$ cat config.mk
export PLATFORM = sky130hd
export DESIGN_NAME = rv_mem_arbiter_flat
export DESIGN_NICKNAME = d
export VERILOG_FILES = /design/src/rtl/rv_mem_arbiter_pkg.sv /design/src/rtl/rv_mem_arbiter_if.sv /design/src/rtl/rv_sync_fifo.sv /design/src/rtl/rv_mem_arbiter.sv /design/src/flat_wrapper.sv
export SDC_FILE = /design/constraint.sdc
export NUM_CORES = 1
export LEC_CHECK = 0
export BUFFER_PORTS_ARGS = -buffer_cell sky130_fd_sc_hd__buf_4
export CELL_PAD_IN_SITES_DETAIL_PLACEMENT = 1
export CELL_PAD_IN_SITES_GLOBAL_PLACEMENT = 2
export CORE_AREA = 2 2 142 144
export CTS_BUF_LIST = sky130_fd_sc_hd__clkbuf_8
export DETAILED_ROUTE_END_ITERATION = 7
export DIE_AREA = 0 0 144 146
export PLACE_DENSITY = 0.89
export SLEW_MARGIN = 20
export SYNTH_ARGS = -nofsm -noshare
export SYNTH_HDL_FRONTEND = slang
export SYNTH_SLANG_ARGS = --single-unit
$ cat constraint.sdc
create_clock -name sclk -period 5.66 [get_ports sclk]
set_clock_uncertainty 0.15 [all_clocks]
set_input_delay 0.283 -clock sclk [delete_from_list [all_inputs] [get_ports sclk]]
set_output_delay 0.283 -clock sclk [all_outputs]
set_load 0.02 [all_outputs]
$ cat src/rtl/rv_mem_arbiter_pkg.sv
// rv_mem_pkg: memory request constants, field widths, request struct (addr/data/req_type/len/mask/cid) and arbiter output-stage state
package rv_mem_pkg;
  localparam int MEM_ADDR_W = 32;
  localparam int MEM_DATA_W = 32;
  localparam int MEM_CID_W = 5;
  localparam logic [1:0] MEM_REQ_WR = 2'b01;
  localparam logic [1:0] MEM_REQ_RD = 2'b10;
  localparam logic [3:0] MEM_LEN_4B = 4'h0;
  typedef struct packed {
    logic [MEM_ADDR_W-1:0] addr;
    logic [MEM_DATA_W-1:0] data;
    logic [1:0] req_type;
    logic [3:0] len;
    logic [3:0] mask;
    logic [MEM_CID_W-1:0] cid;
  } mem_req_t;
  typedef enum logic {IDLE, HOLD} arb_state_e;
endpackage

$ cat src/rtl/rv_mem_arbiter_if.sv
// rv_mem_arbiter_if: req/rsp handshake bundle; master drives req_valid/req/rsp_ready, slave drives req_ready/rsp_vld/rsp_data/rsp_cid
interface rv_mem_arbiter_if;
  import rv_mem_pkg::*;
  logic req_valid;
  logic req_ready;
  mem_req_t req;
  logic rsp_vld;
  logic rsp_ready;
  logic [MEM_DATA_W-1:0] rsp_data;
  logic [MEM_CID_W-1:0] rsp_cid;
  modport master(output req_valid, req, rsp_ready, input req_ready, rsp_vld, rsp_data, rsp_cid);
  modport slave(input req_valid, req, rsp_ready, output req_ready, rsp_vld, rsp_data, rsp_cid);
endinterface

$ cat src/rtl/rv_sync_fifo.sv
// rv_sync_fifo: first-word-fall-through FIFO with wrap-bit pointers; ports sclk, rst, push/wr_data in, pop in, rd_data/empty out; a push into a full FIFO is taken only alongside a pop
module rv_sync_fifo #(
  parameter int W = 1,
  parameter int D = 4
) (
  input  logic         sclk,
  input  logic         rst,
  input  logic         push,
  input  logic         pop,
  input  logic [W-1:0] wr_data,
  output logic [W-1:0] rd_data,
  output logic         empty
);
  localparam int AW = $clog2(D);
  logic [AW:0] wptr, rptr;
  logic [W-1:0] store [D];
  logic full, wr, rd;
  always_comb begin
    empty = wptr == rptr;
    full = wptr == {~rptr[AW], rptr[AW-1:0]};
    rd = pop & ~empty;
    wr = push & (~full | rd);
    rd_data = store[rptr[AW-1:0]];
  end
  always_ff @(posedge sclk or posedge rst) begin
    if (rst) begin
      wptr <= '0;
      rptr <= '0;
    end else begin
      wptr <= wptr + {{AW{1'b0}}, wr};
      rptr <= rptr + {{AW{1'b0}}, rd};
    end
  end
  always_ff @(posedge sclk) begin
    if (wr) store[wptr[AW-1:0]] <= wr_data;
  end
endmodule

$ cat src/rtl/rv_mem_arbiter.sv
// rv_mem_arbiter: shares one memory port between requesters r0 (fetch) and r1 (load/store) with registered grants and in-order response routing; ports sclk, rst, r0/r1 (slave), mem (master), outstanding_cnt, rsp_orphan
module rv_mem_arbiter
  import rv_mem_pkg::*;
#(
  parameter int OUTSTANDING = 4,
  parameter int FIXED_PRIO = 0
) (
  input  logic                               sclk,
  input  logic                               rst,
  rv_mem_arbiter_if.slave                    r0,
  rv_mem_arbiter_if.slave                    r1,
  rv_mem_arbiter_if.master                   mem,
  output logic [$clog2(OUTSTANDING+1)-1:0]   outstanding_cnt,
  output logic                               rsp_orphan
);
  localparam int CW = $clog2(OUTSTANDING+1);
  arb_state_e state, state_n;
  logic head, empty, pop, slot, grant, sel1, last_grant;
  logic [CW-1:0] cnt_after;
  always_comb begin
    mem.rsp_ready = ~empty & (head ? r1.rsp_ready : r0.rsp_ready);
    pop = mem.rsp_vld & mem.rsp_ready;
    cnt_after = outstanding_cnt - CW'(pop);
    slot = ~rst & (state == IDLE | mem.req_ready) & (cnt_after < CW'(OUTSTANDING));
    sel1 = FIXED_PRIO != 0 ? r1.req_valid : r1.req_valid & (~r0.req_valid | ~last_grant);
    grant = slot & (r0.req_valid | r1.req_valid);
    r0.req_ready = grant & ~sel1;
    r1.req_ready = grant & sel1;
    r0.rsp_vld = mem.rsp_vld & ~empty & ~head;
    r1.rsp_vld = mem.rsp_vld & ~empty & head;
    r0.rsp_data = mem.rsp_data;
    r1.rsp_data = mem.rsp_data;
    r0.rsp_cid = mem.rsp_cid;
    r1.rsp_cid = mem.rsp_cid;
  end
  always_ff @(posedge sclk or posedge rst) begin
    if (rst) state <= IDLE;
    else state <= state_n;
  end
  always_comb begin
    state_n = grant || (state == HOLD && !mem.req_ready) ? HOLD : IDLE;
  end
  always_comb begin
    mem.req_valid = state == HOLD;
  end
  always_ff @(posedge sclk or posedge rst) begin
    if (rst) begin
      mem.req <= '0;
      last_grant <= 1'b1;
      outstanding_cnt <= '0;
      rsp_orphan <= 1'b0;
    end else begin
      if (grant) begin
        mem.req <= sel1 ? r1.req : r0.req;
        last_grant <= sel1;
      end
      outstanding_cnt <= cnt_after + CW'(grant);
      rsp_orphan <= rsp_orphan | (mem.rsp_vld & empty);
    end
  end
  rv_sync_fifo #(.W(1), .D(OUTSTANDING)) u_order (
    .sclk(sclk),
    .rst(rst),
    .push(grant),
    .pop(pop),
    .wr_data(sel1),
    .rd_data(head),
    .empty(empty)
  );
endmodule

$ cat src/flat_wrapper.sv
// flat-port wrapper written by rule: the top's interface ports become plain ports
module rv_mem_arbiter_flat import rv_mem_pkg::*;
#(
  parameter int OUTSTANDING = 4,
  parameter int FIXED_PRIO = 0
)
  (sclk, rst, outstanding_cnt, rsp_orphan, r0_req_valid, r0_req, r0_rsp_ready, r0_req_ready, r0_rsp_vld, r0_rsp_data, r0_rsp_cid, r1_req_valid, r1_req, r1_rsp_ready, r1_req_ready, r1_rsp_vld, r1_rsp_data, r1_rsp_cid, mem_req_valid, mem_req, mem_rsp_ready, mem_req_ready, mem_rsp_vld, mem_rsp_data, mem_rsp_cid);
  rv_mem_arbiter_if r0_i ();
  rv_mem_arbiter_if r1_i ();
  rv_mem_arbiter_if mem_i ();
  input  logic sclk;
  input  logic rst;
  output logic [$clog2(OUTSTANDING+1)-1:0] outstanding_cnt;
  output logic rsp_orphan;
  input wire logic [$bits(r0_i.req_valid)-1:0] r0_req_valid;
  input wire logic [$bits(r0_i.req)-1:0] r0_req;
  input wire logic [$bits(r0_i.rsp_ready)-1:0] r0_rsp_ready;
  output wire logic [$bits(r0_i.req_ready)-1:0] r0_req_ready;
  output wire logic [$bits(r0_i.rsp_vld)-1:0] r0_rsp_vld;
  output wire logic [$bits(r0_i.rsp_data)-1:0] r0_rsp_data;
  output wire logic [$bits(r0_i.rsp_cid)-1:0] r0_rsp_cid;
  input wire logic [$bits(r1_i.req_valid)-1:0] r1_req_valid;
  input wire logic [$bits(r1_i.req)-1:0] r1_req;
  input wire logic [$bits(r1_i.rsp_ready)-1:0] r1_rsp_ready;
  output wire logic [$bits(r1_i.req_ready)-1:0] r1_req_ready;
  output wire logic [$bits(r1_i.rsp_vld)-1:0] r1_rsp_vld;
  output wire logic [$bits(r1_i.rsp_data)-1:0] r1_rsp_data;
  output wire logic [$bits(r1_i.rsp_cid)-1:0] r1_rsp_cid;
  output wire logic [$bits(mem_i.req_valid)-1:0] mem_req_valid;
  output wire logic [$bits(mem_i.req)-1:0] mem_req;
  output wire logic [$bits(mem_i.rsp_ready)-1:0] mem_rsp_ready;
  input wire logic [$bits(mem_i.req_ready)-1:0] mem_req_ready;
  input wire logic [$bits(mem_i.rsp_vld)-1:0] mem_rsp_vld;
  input wire logic [$bits(mem_i.rsp_data)-1:0] mem_rsp_data;
  input wire logic [$bits(mem_i.rsp_cid)-1:0] mem_rsp_cid;
  assign r0_i.req_valid = r0_req_valid;
  assign r0_i.req = r0_req;
  assign r0_i.rsp_ready = r0_rsp_ready;
  assign r0_req_ready = r0_i.req_ready;
  assign r0_rsp_vld = r0_i.rsp_vld;
  assign r0_rsp_data = r0_i.rsp_data;
  assign r0_rsp_cid = r0_i.rsp_cid;
  assign r1_i.req_valid = r1_req_valid;
  assign r1_i.req = r1_req;
  assign r1_i.rsp_ready = r1_rsp_ready;
  assign r1_req_ready = r1_i.req_ready;
  assign r1_rsp_vld = r1_i.rsp_vld;
  assign r1_rsp_data = r1_i.rsp_data;
  assign r1_rsp_cid = r1_i.rsp_cid;
  assign mem_req_valid = mem_i.req_valid;
  assign mem_req = mem_i.req;
  assign mem_rsp_ready = mem_i.rsp_ready;
  assign mem_i.req_ready = mem_req_ready;
  assign mem_i.rsp_vld = mem_rsp_vld;
  assign mem_i.rsp_data = mem_rsp_data;
  assign mem_i.rsp_cid = mem_rsp_cid;
  rv_mem_arbiter #(.OUTSTANDING(OUTSTANDING), .FIXED_PRIO(FIXED_PRIO)) u_core (.sclk(sclk), .rst(rst), .r0(r0_i), .r1(r1_i), .mem(mem_i), .outstanding_cnt(outstanding_cnt), .rsp_orphan(rsp_orphan));
endmodule
==> results.json, run 1 <==
{
  "status": "finished clean",
  "clk_pin_slew_ps": 100,
  "initial_core_util_pct": 24.8,
  "core_region_area_mm2": 0.0193,
  "drtPass1Iterations": 4,
  "cts_tree": "built",
  "overflow": 0,
  "cp_slowest_cell": "or4_4",
  "path_cells": "mux4_2 > mux2i_1 > nor2_1 > ha_1 > ha_1 > xor2_1 > or4_4 > nor2_4 > buf_4 > buf_4",
  "syn_area_mm2": 0.00479,
  "clk_latency_ps": 360,
  "end_kind": "output port",
  "routed_wl_um": 17200,
  "synthTopCellsByCount": "dfrtp_1 (90), a21o_1 (81), a22o_1 (79)",
  "syn_inst": 404,
  "p_leak_nw": 3.98,
  "hold_depth": 3,
  "vias_per_cell": 4.57,
  "synth_area_leaders": "dfrtp_1 (47%), a22o_1 (14%), a21o_1 (13%)",
  "netlist.area_leader.share_pct": 47.0,
  "switchingPower_mw": 1.46,
  "cts_buffer_depth": 2,
  "postSynthAreaPerCell_um2": 11.9,
  "synthMuxAreaShare_pct": 0.679,
  "ys_warn_count": 0,
  "grt_first_pass_wirelength_um": 26700,
  "place_hpwl_um": 11600,
  "root_buffer": "clkbuf_8",
  "r2r-end": "u_core.u_order.wptr[2]",
  "power_switching_share_pct": 39.4,
  "max_freq_mhz": 215,
  "nNetsFinal": 865,
  "power_density_mw_per_mm2": 504,
  "total_power_mw": 3.72,
  "whs_ps": 52.4,
  "slew_viol_final": 0,
  "tns_ps": 0,
  "cts.htree.levels": 3,
  "r2r_start": "u_core.u_order.rptr[0]",
  "synth_top_family_by_area": "compound AO/OA/AOI/OAI gates",
  "gp_congestion": 0.798,
  "clock_power_share_pct": 13.7,
  "die_x_um": 144,
  "yosysMostFrequentCell": "dfrtp_1",
  "relSlewSlack_pct": 34.3,
  "arrival_ps": 4220,
  "dieHeight_um": 146,
  "rsz0062_at_grt": "no",
  "design_area_mm2": 0.00737,
  "synth_edf_count": 4,
  "internal_power_mw": 2.25,
  "wl_per_cell_um": 18.7,
  "num_vias": 4216,
  "hold_violations": 0,
  "cts_setup_buffers": 0,
  "io_pins": 366,
  "setup-violations-final": 0,
  "numCtsBuffers": 9,
  "io_buffer_count": 254,
  "ys_ff_latch": 95,
  "period_needed_ps": 4650,
  "synth_fa_ha_area_share_pct": 2.09,
  "antenna_found_initial": 0,
  "synth_fp_nets": 615,
  "reg2reg_slack_ps": 1260,
  "cp_max_fo": 83,
  "yosysTopAreaCell": "dfrtp_1",
  "sequentialPowerShare_pct": 33.0,
  "diodes": 0,
  "drt_iter0_drc": 126,
  "worstHoldPathType": "input pin to flop",
  "synth-xor-area-share_pct": 1.28,
  "finalNonFillerCells": 923,
  "fin_crit_sh_pct": 82.2,
  "grt_start_max_net_pins": 92,
  "ys.flop_type": "dfrtp_1",
  "ant_nets": 0,
  "cpPeakStageDelay_ps": 940,
  "dpl_cell_area_mm2": 0.00634,
  "reg2reg_depth": 13,
  "area_growth_pct": 53.9,
  "synth_compound_area_share_pct": 27.9,
  "power_frac_comb_pct": 53.2,
  "holdPathEnd": "u_core.mem.req[48]",
  "track_usage_pct": 16.2,
  "startpoint_type": "flop",
  "synth_seq_area_share_pct": 50.1,
  "worst_pin_slew_ps": 985,
  "ir_drop_mv": 0.201,
  "ys_types": 30,
  "holdCritStartpoint": "r1_req[48]",
  "crit_type": "flop to output port",
  "die-area_mm2": 0.0210,
  "clock-sinks": 95,
  "grt_pass1_vias": 4920,
  "dp.cells": 827,
  "crit_required_ps": 5230,
  "drive_above_1_share_pct": 42.4,
  "final_util_pct": 38.1,
  "yosys.area_share.simple_pct": 2.25,
  "setup_slack_ps": 1010,
  "pre_cts_ws_ps": 1230,
  "drc_errors": 0,
  "drv_cap": 0,
  "synthArstFlopShare_pct": 95.8,
  "rows": 51
}
## registers in the layout (all words and copies together), names as in the netlist
register / cells
u_core.outstanding_cnt: 3
u_core.last_grant: 1
u_core.mem.req: 79
u_core.mem.req_valid: 1
u_core.u_order.store: 4
u_core.u_order.rptr: 3
u_core.u_order.wptr: 3
u_core.rsp_orphan: 1
## layer usage
metal / global-route usage (%) / wire length (um)
met1: 16.6 / 6040
met2: 30.6 / 9360
met3: 4.71 / 1400
met4: 6.47 / 430
met5: 0 / 0
## worst max path at each step
stage / startpoint / end / slack (ps) / cells past startpoint
global route: u_core.u_order.rptr[0] / r0_req_ready / 710 / 10
detailed placement: u_core.u_order.rptr[0] / u_core.u_order.wptr[2] / 1230 / 13
global placement: u_core.u_order.rptr[0] / u_core.u_order.wptr[2] / 1440 / 13
floorplan: u_core.u_order.rptr[0] / u_core.u_order.wptr[2] / 2270 / 14
CTS: u_core.u_order.rptr[0] / r0_req_ready / 900 / 10
finish: u_core.u_order.rptr[0] / r0_req_ready / 1010 / 10
## cell families after synthesis
logic type	count (synthesis)
compound gates	166
xor+xnor	7
fa+ha+maj	8
flops	95
simple gates	20
mux	2
buf+inv	106
## power by group through the flow
stage / Sequential (mW) / Clock [mW] / Combinational (mW)
after floorplan: 1.55 / 0 / 0.910
after global placement: 1.22 / 0 / 1.88
after detailed placement: 1.23 / 0 / 1.94
after CTS: 1.23 / 0.537 / 1.99
after global routing: 1.27 / 0.553 / 2.13
final: 1.23 / 0.510 / 1.98
## repair_timing
item | CTS | global route
resized for setup | 0 | 0
hold buffers | 81 | 0
hold endpoints to repair | 132 | 0
## cells in the final DEF, fill, tap and decap left out
master,count
buf_4,258
dfrtp_1,90
a21o_1,81
dlygate4sd3_1,81
a22o_1,79
clkbuf_8,10
ha_1,8
nor2_1,6
xor2_1,5
nand2_1,4
inv_1,4
edfxtp_1,4
a21oi_1,3
nand2b_1,3
nor2b_1,2
xnor2_1,2
bufinv_16,2
clkinv_4,2
or4_4,1
clkinv_1,1
a21boi_1,1
nor2_4,1
nor4b_2,1
o21ai_0,1
mux4_2,1
mux2i_1,1
nand3b_1,1
nand3_1,1
a211oi_1,1
inv_6,1
clkinv_2,1
dfstp_2,1
## final cells by class
cell class | instances | area [um2]
clock buffer | 10 | 138
clock inverter | 5 | 82.6
fill | 2130 | 12000
inverter | 6 | 27.5
multi-input combinational | 203 | 1650
sequential | 95 | 2400
tap | 265 | 332
timing repair buffer | 339 | 2750
## worst max-delay path, delay by kind of cell, from the launching register on
family	cells	cell delay, ps
muxes	2	860
and+or+nand+nor	3	1260
DFF	1	430
xor gates and xnor gates	1	210
adders and majority gates	2	380
buffers and inverters	2	680
Power figures use the tool's default switching activity.
==> inputs of run 2 (changes only) <==
- CORE_AREA: 2 2 142 144 -> not set
- CORE_UTILIZATION: not set -> 21
- DIE_AREA: 0 0 144 146 -> not set
- PLACE_DENSITY: 0.89 -> 0.81
- clock period: 5.66 -> 4.05 ns (I/O delays scaled with it)
==> run 2 against run 1 <==
Effect of this change:
- total power up 43%
- die area is 11% higher
- critical endpoint unchanged
- non-clock buffer count is 90 higher
- worst hold slack better by 78 ps
- clock-buffer cell count is 1 lower
- largest cell class unchanged
- via count increased by 9.4%
- register-to-register slack got worse by 820 ps
- worst setup slack got worse by 650 ps
==> results.json, run 2 (synthesis gave the netlist of run 1 again) <==
{
  "cts_buffer_depth": 2,
  "dp.cells": 848,
  "final_common_cell": "buf_4",
  "drv_cap": 0,
  "slew_viol_final": 0,
  "worstHoldPathType": "input pin to flop",
  "place_hpwl_um": 10900,
  "reg2reg_slack_ps": 440,
  "setup-violations-final": 0,
  "clk_pin_slew_ps": 90,
  "grt_pass1_vias": 5430,
  "clk_latency_ps": 360,
  "crit_required_ps": 3700,
  "cts.htree.levels": 3,
  "layout_common_cells": "buf_4 (265), dlygate4sd3_1 (161), dfrtp_1 (90)",
  "p_leak_nw": 4.36,
  "dieHeight_um": 153,
  "overflow": 0,
  "r2r_start": "u_core.u_order.rptr[0]",
  "antenna_found_initial": 1,
  "track_usage_pct": 16.3,
  "nNetsFinal": 955,
  "path_cells": "mux4_2 > mux2i_1 > nor2_1 > ha_1 > ha_1 > xor2_1 > or4_4 > nor2_4 > buf_4",
  "gp_congestion": 0.716,
  "routed_wl_um": 19100,
  "core_region_area_mm2": 0.0221,
  "rsz0062_at_grt": "no",
  "io_pins": 366,
  "critPathTopFamily": "simple AND/OR/NAND/NOR gates",
  "drtPass1Iterations": 4,
  "clock-sinks": 95,
  "cp_max_fo": 14,
  "die-area_mm2": 0.0234,
  "area_growth_pct": 73.0,
  "grt_start_max_net_pins": 79,
  "largest_reg_flops": 79,
  "finalNonFillerCells": 1030,
  "regMostFlops": "u_core.mem.req",
  "status": "finished clean",
  "fin_crit_sh_pct": 91.3,
  "period_needed_ps": 3700,
  "relSlewSlack_pct": 50.9,
  "end_kind": "output port",
  "grt_first_pass_wirelength_um": 29600,
  "drive_above_1_share_pct": 38.6,
  "hold_violations": 0,
  "wl_per_cell_um": 18.6,
  "cp_slowest_cell": "or4_4",
  "rows": 54,
  "num_vias": 4613,
  "crit_type": "flop to output port",
  "arrival_ps": 3340,
  "startpoint_type": "flop",
  "reg2reg_depth": 10,
  "vias_per_cell": 4.48,
  "numCtsBuffers": 9,
  "ant_nets": 0,
  "cp_num_buf_inv": 1,
  "initial_core_util_pct": 21.7,
  "drt_iter0_drc": 139,
  "worst_pin_slew_ps": 736,
  "cts_tree": "built",
  "drc_errors": 0,
  "tns_ps": 0,
  "io_buffer_count": 254,
  "hold_depth": 2,
  "holdPathEnd": "u_core.u_order.store[3]",
  "path_common_cell": "ha_1",
  "max_freq_mhz": 271,
  "ir_drop_mv": 0.316,
  "root_buffer": "clkbuf_8",
  "holdCritStartpoint": "r0_req_valid",
  "r2r-end": "u_core.mem.req[42]",
  "power_density_mw_per_mm2": 641,
  "cpPeakStageDelay_ps": 660,
  "die_x_um": 153
}
[run 2: cell count changes in the layout (fill, tap and decap cells not counted), sizes merged]
cell / change
buf: +10
diode: +1
inv: +2
clkinvlp: +1
clkbuf: -1
dlygate4sd3: +80
bufinv: -1
[run 2: metrics by stage]
| step | setup slack [ps] | instance area, um2 | power [mW] | util [%] | hold WS (ps) |
|---|---|---|---|---|---|
| floorplan | 664 | 4790 | 3.44 | - | 169 |
| global placement | 460 | 6440 | 4.41 | 29.2 | 251 |
| detailed placement | 423 | 6440 | 4.46 | 29.2 | 255 |
| CTS | 77.5 | 8250 | 5.29 | 37.3 | 99.7 |
| global route | 129 | 8280 | 5.64 | 37.5 | 126 |
| finish | 354 | 8280 | 5.31 | 37.5 | 131 |
[run 2: final cells by class]
| type | count | area [um2] |
|---|---|---|
| diodes | 1 | 2.50 |
| repair buffers | 429 | 3660 |
| fillers | 2406 | 13800 |
| well taps | 280 | 350 |
| flip-flops and latches | 95 | 2400 |
| multi-input cells | 203 | 1650 |
| clock inverters | 7 | 72.6 |
| clock buffers | 9 | 124 |
| inverters | 6 | 27.5 |
[run 2: layer usage]
layer | track usage (%) | part of all wire, % | vias to the layer above
met5 | 0 | 0 | -
met4 | 6.78 | 2.8 | 0
met3 | 4.51 | 6.2 | 49
met2 | 30.4 | 53 | 209
met1 | 17.2 | 38 | 2284
li1 | - | - | 2071
[run 2: worst max path at each step]
| stage | startpoint | to | slack [ps] | depth (start not counted) |
|---|---|---|---|---|
| after detailed placement | u_core.u_order.rptr[0] | u_core.mem.req[62] | 420 | 10 |
| after global routing | u_core.u_order.wptr[1] | r0_req_ready | 130 | 10 |
| after CTS | u_core.u_order.wptr[1] | r0_req_ready | 80 | 10 |
| final | u_core.u_order.rptr[0] | r0_req_ready | 350 | 9 |
| after global placement | u_core.u_order.rptr[0] | u_core.mem.req[62] | 460 | 10 |
| after floorplan | u_core.u_order.rptr[0] | u_core.u_order.wptr[2] | 660 | 14 |
[run 2: where the power goes]
part / total [mW] / switching (mW) / internal (mW)
logic: 2.92 / 1.45 / 1.47
clock network: 0.658 / 0.370 / 0.287
registers: 1.74 / 0.324 / 1.41
[run 2: what timing repair did]
| item | in CTS | in global routing |
|---|---|---|
| endpoints found under the setup margin | 0 | 2 |
| hold buffers | 161 | 0 |
| setup buffers | 0 | 4 |
| gates resized for setup | 0 | 1 |
| hold endpoints to repair | 154 | 0 |
[run 2: worst reg2reg max path: cells and delay by family, from the launching register on]
kind | cells | cell delay, ps
xor gates and xnor gates | 1 | 200
muxes | 2 | 770
DFF | 1 | 420
buffers and inverters | 1 | 320
AOI/OAI and AO/OA | 2 | 500
and+or+nand+nor | 2 | 750
adders and majority gates | 2 | 390
==> inputs of run 3 (changes only) <==
- CORE_ASPECT_RATIO: not set -> 0.75
==> run 3 against run 2 <==
Effect of this change:
- register-to-register slack worse by 310 ps
- largest cell class unchanged
- clock power rose by 31%
- die area about the same
- fmax down 5.7%
- via count shrank 1.0%
- sequential share of layout area shrank 0.66 points
- final area increased by 2.3%
- cell count up 1.6%
- highest routed layer unchanged
- critical path depth rose by 2
- utilization is 0.64 points higher
==> results.json, run 3 (synthesis gave the netlist of run 1 again) <==
{
  "clk_pin_slew_ps": 110,
  "tns_ps": 0,
  "drc_errors": 0,
  "area_growth_pct": 77.0,
  "grt_first_pass_wirelength_um": 28600,
  "num_vias": 4565,
  "p_leak_nw": 4.45,
  "crit_type": "flop to flop",
  "nNetsFinal": 957,
  "relSlewSlack_pct": 40.9,
  "clock-sinks": 95,
  "ir_drop_mv": 0.279,
  "core_region_area_mm2": 0.0222,
  "end_kind": "flop",
  "period_needed_ps": 3920,
  "pre_cts_ws_ps": 490,
  "crit_required_ps": 4170,
  "io_buffer_count": 254,
  "rsz0062_at_grt": "yes",
  "path_cells": "mux4_2 > mux2i_4 > nor2_1 > ha_1 > ha_1 > xor2_1 > or4_4 > buf_16 > a22o_1 > a21o_1 > dlygate4sd3_1",
  "max_freq_mhz": 255,
  "cp_max_fo": 11,
  "path_common_cell": "ha_1",
  "ant_nets": 0,
  "cp_num_buf_inv": 2,
  "antenna_found_initial": 1,
  "worst_pin_slew_ps": 886,
  "root_buffer": "clkbuf_8",
  "cts.htree.levels": 3,
  "layout_common_cells": "buf_4 (263), dlygate4sd3_1 (161), dfrtp_1 (90)",
  "track_usage_pct": 15.5,
  "fin_crit_sh_pct": 96.8,
  "die_x_um": 176,
  "cpPeakStageDelay_ps": 660,
  "largest_reg_flops": 79,
  "drt_iter0_drc": 108,
  "cts_tree": "built",
  "arrival_ps": 4040,
  "dp.cells": 860,
  "numCtsBuffers": 9,
  "wl_per_cell_um": 18.4,
  "setup-violations-final": 0,
  "drv_cap": 0,
  "fillers": 2457,
  "final_util_pct": 38.1,
  "grt_pass1_vias": 5210,
  "critPathTopFamily": "multiplexers",
  "setup_slack_ps": 131,
  "power_density_mw_per_mm2": 669,
  "cts_buffer_depth": 2,
  "clk_latency_ps": 370,
  "dieHeight_um": 133,
  "cp_slowest_cell": "or4_4",
  "gp_congestion": 0.710,
  "initial_core_util_pct": 21.5,
  "finalNonFillerCells": 1046,
  "slew_viol_final": 0,
  "routed_wl_um": 19200,
  "grt_start_max_net_pins": 82,
  "io_pins": 366,
  "die-area_mm2": 0.0234,
  "rows": 47,
  "hold_violations": 0,
  "overflow": 0,
  "worstHoldPathType": "input pin to flop",
  "startpoint_type": "flop",
  "final_common_cell": "buf_4",
  "status": "finished clean",
  "drive_above_1_share_pct": 39.0,
  "regMostFlops": "u_core.mem.req",
  "drtPass1Iterations": 4,
  "place_hpwl_um": 10600,
  "vias_per_cell": 4.36
}
-- run 3: cell types whose count changed in the layout (fill, tap and decap cells not counted), sizes merged --
cell / previous run / this run
clkinv: 4 / 1
buf: 268 / 267
bufinv: 1 / 4
clkinvlp: 1 / 0
clkbuf: 9 / 13
-- run 3: area by class of cell --
class                      count  area [um2]  area share, %
timing repair buffer         431        3750           44.2
sequential                    95        2400           28.3
multi-input combinational    203        1660           19.6
tap                          294         368           4.34
clock buffer                  10         138           1.62
clock inverter                 6         138           1.62
inverter                       6        25.0          0.295
antenna                        1        2.50         0.0295
-- run 3: final timing paths --
path / from / slack, ps / end / depth (start not counted)
hold reg to reg: u_core.rsp_orphan / 320 / u_core.rsp_orphan / 1
max in group asynchronous: rst / 2410 / u_core.mem.req[0] / 4
setup reg to reg: u_core.u_order.rptr[0] / 130 / u_core.mem.req[24] / 11
hold / removal: r0_rsp_ready / 90 / u_core.u_order.rptr[0] / 4
setup / recovery: u_core.u_order.rptr[0] / 130 / u_core.mem.req[24] / 11
min in group asynchronous: rst / 430 / u_core.mem.req[23] / 3
-- run 3: stage by stage --
step	power [mW]	instance area (um2)	hold slack, ps
floorplan	3.44	4790	169
global route	6.02	8480	120
detailed placement	4.45	6460	255
global placement	4.39	6460	252
finish	5.67	8480	85.3
CTS	5.57	8340	107
-- run 3: where the power goes --
| part | internal [mW] | switching (mW) |
|---|---|---|
| sequential | 1.41 | 0.305 |
| clock | 0.494 | 0.366 |
| combinational | 1.61 | 1.48 |
-- run 3: timing repair --
item | in CTS | in global routing
hold endpoints to repair | 145 | 0
resized for setup | 0 | 4
setup buffers | 0 | 5
setup endpoints to repair | 0 | 13
hold buffers | 161 | 0
-- run 3: tightest hold or removal path, delay by kind of cell --
family | cells | cell delay [ps]
AND/OR/NAND/NOR | 1 | 90
adder cells (fa/ha/maj) | 1 | 130
buffers and inverters | 1 | 90
multiplexers | 1 | 60
-- run 3: layer usage --
layer,up-vias,global-route usage [%],wire (um)
met3,42,5.60,1470
li1,2070,-,-
met1,2243,17.7,7880
met5,-,0,0
met4,0,4.74,364
met2,210,27.0,9510
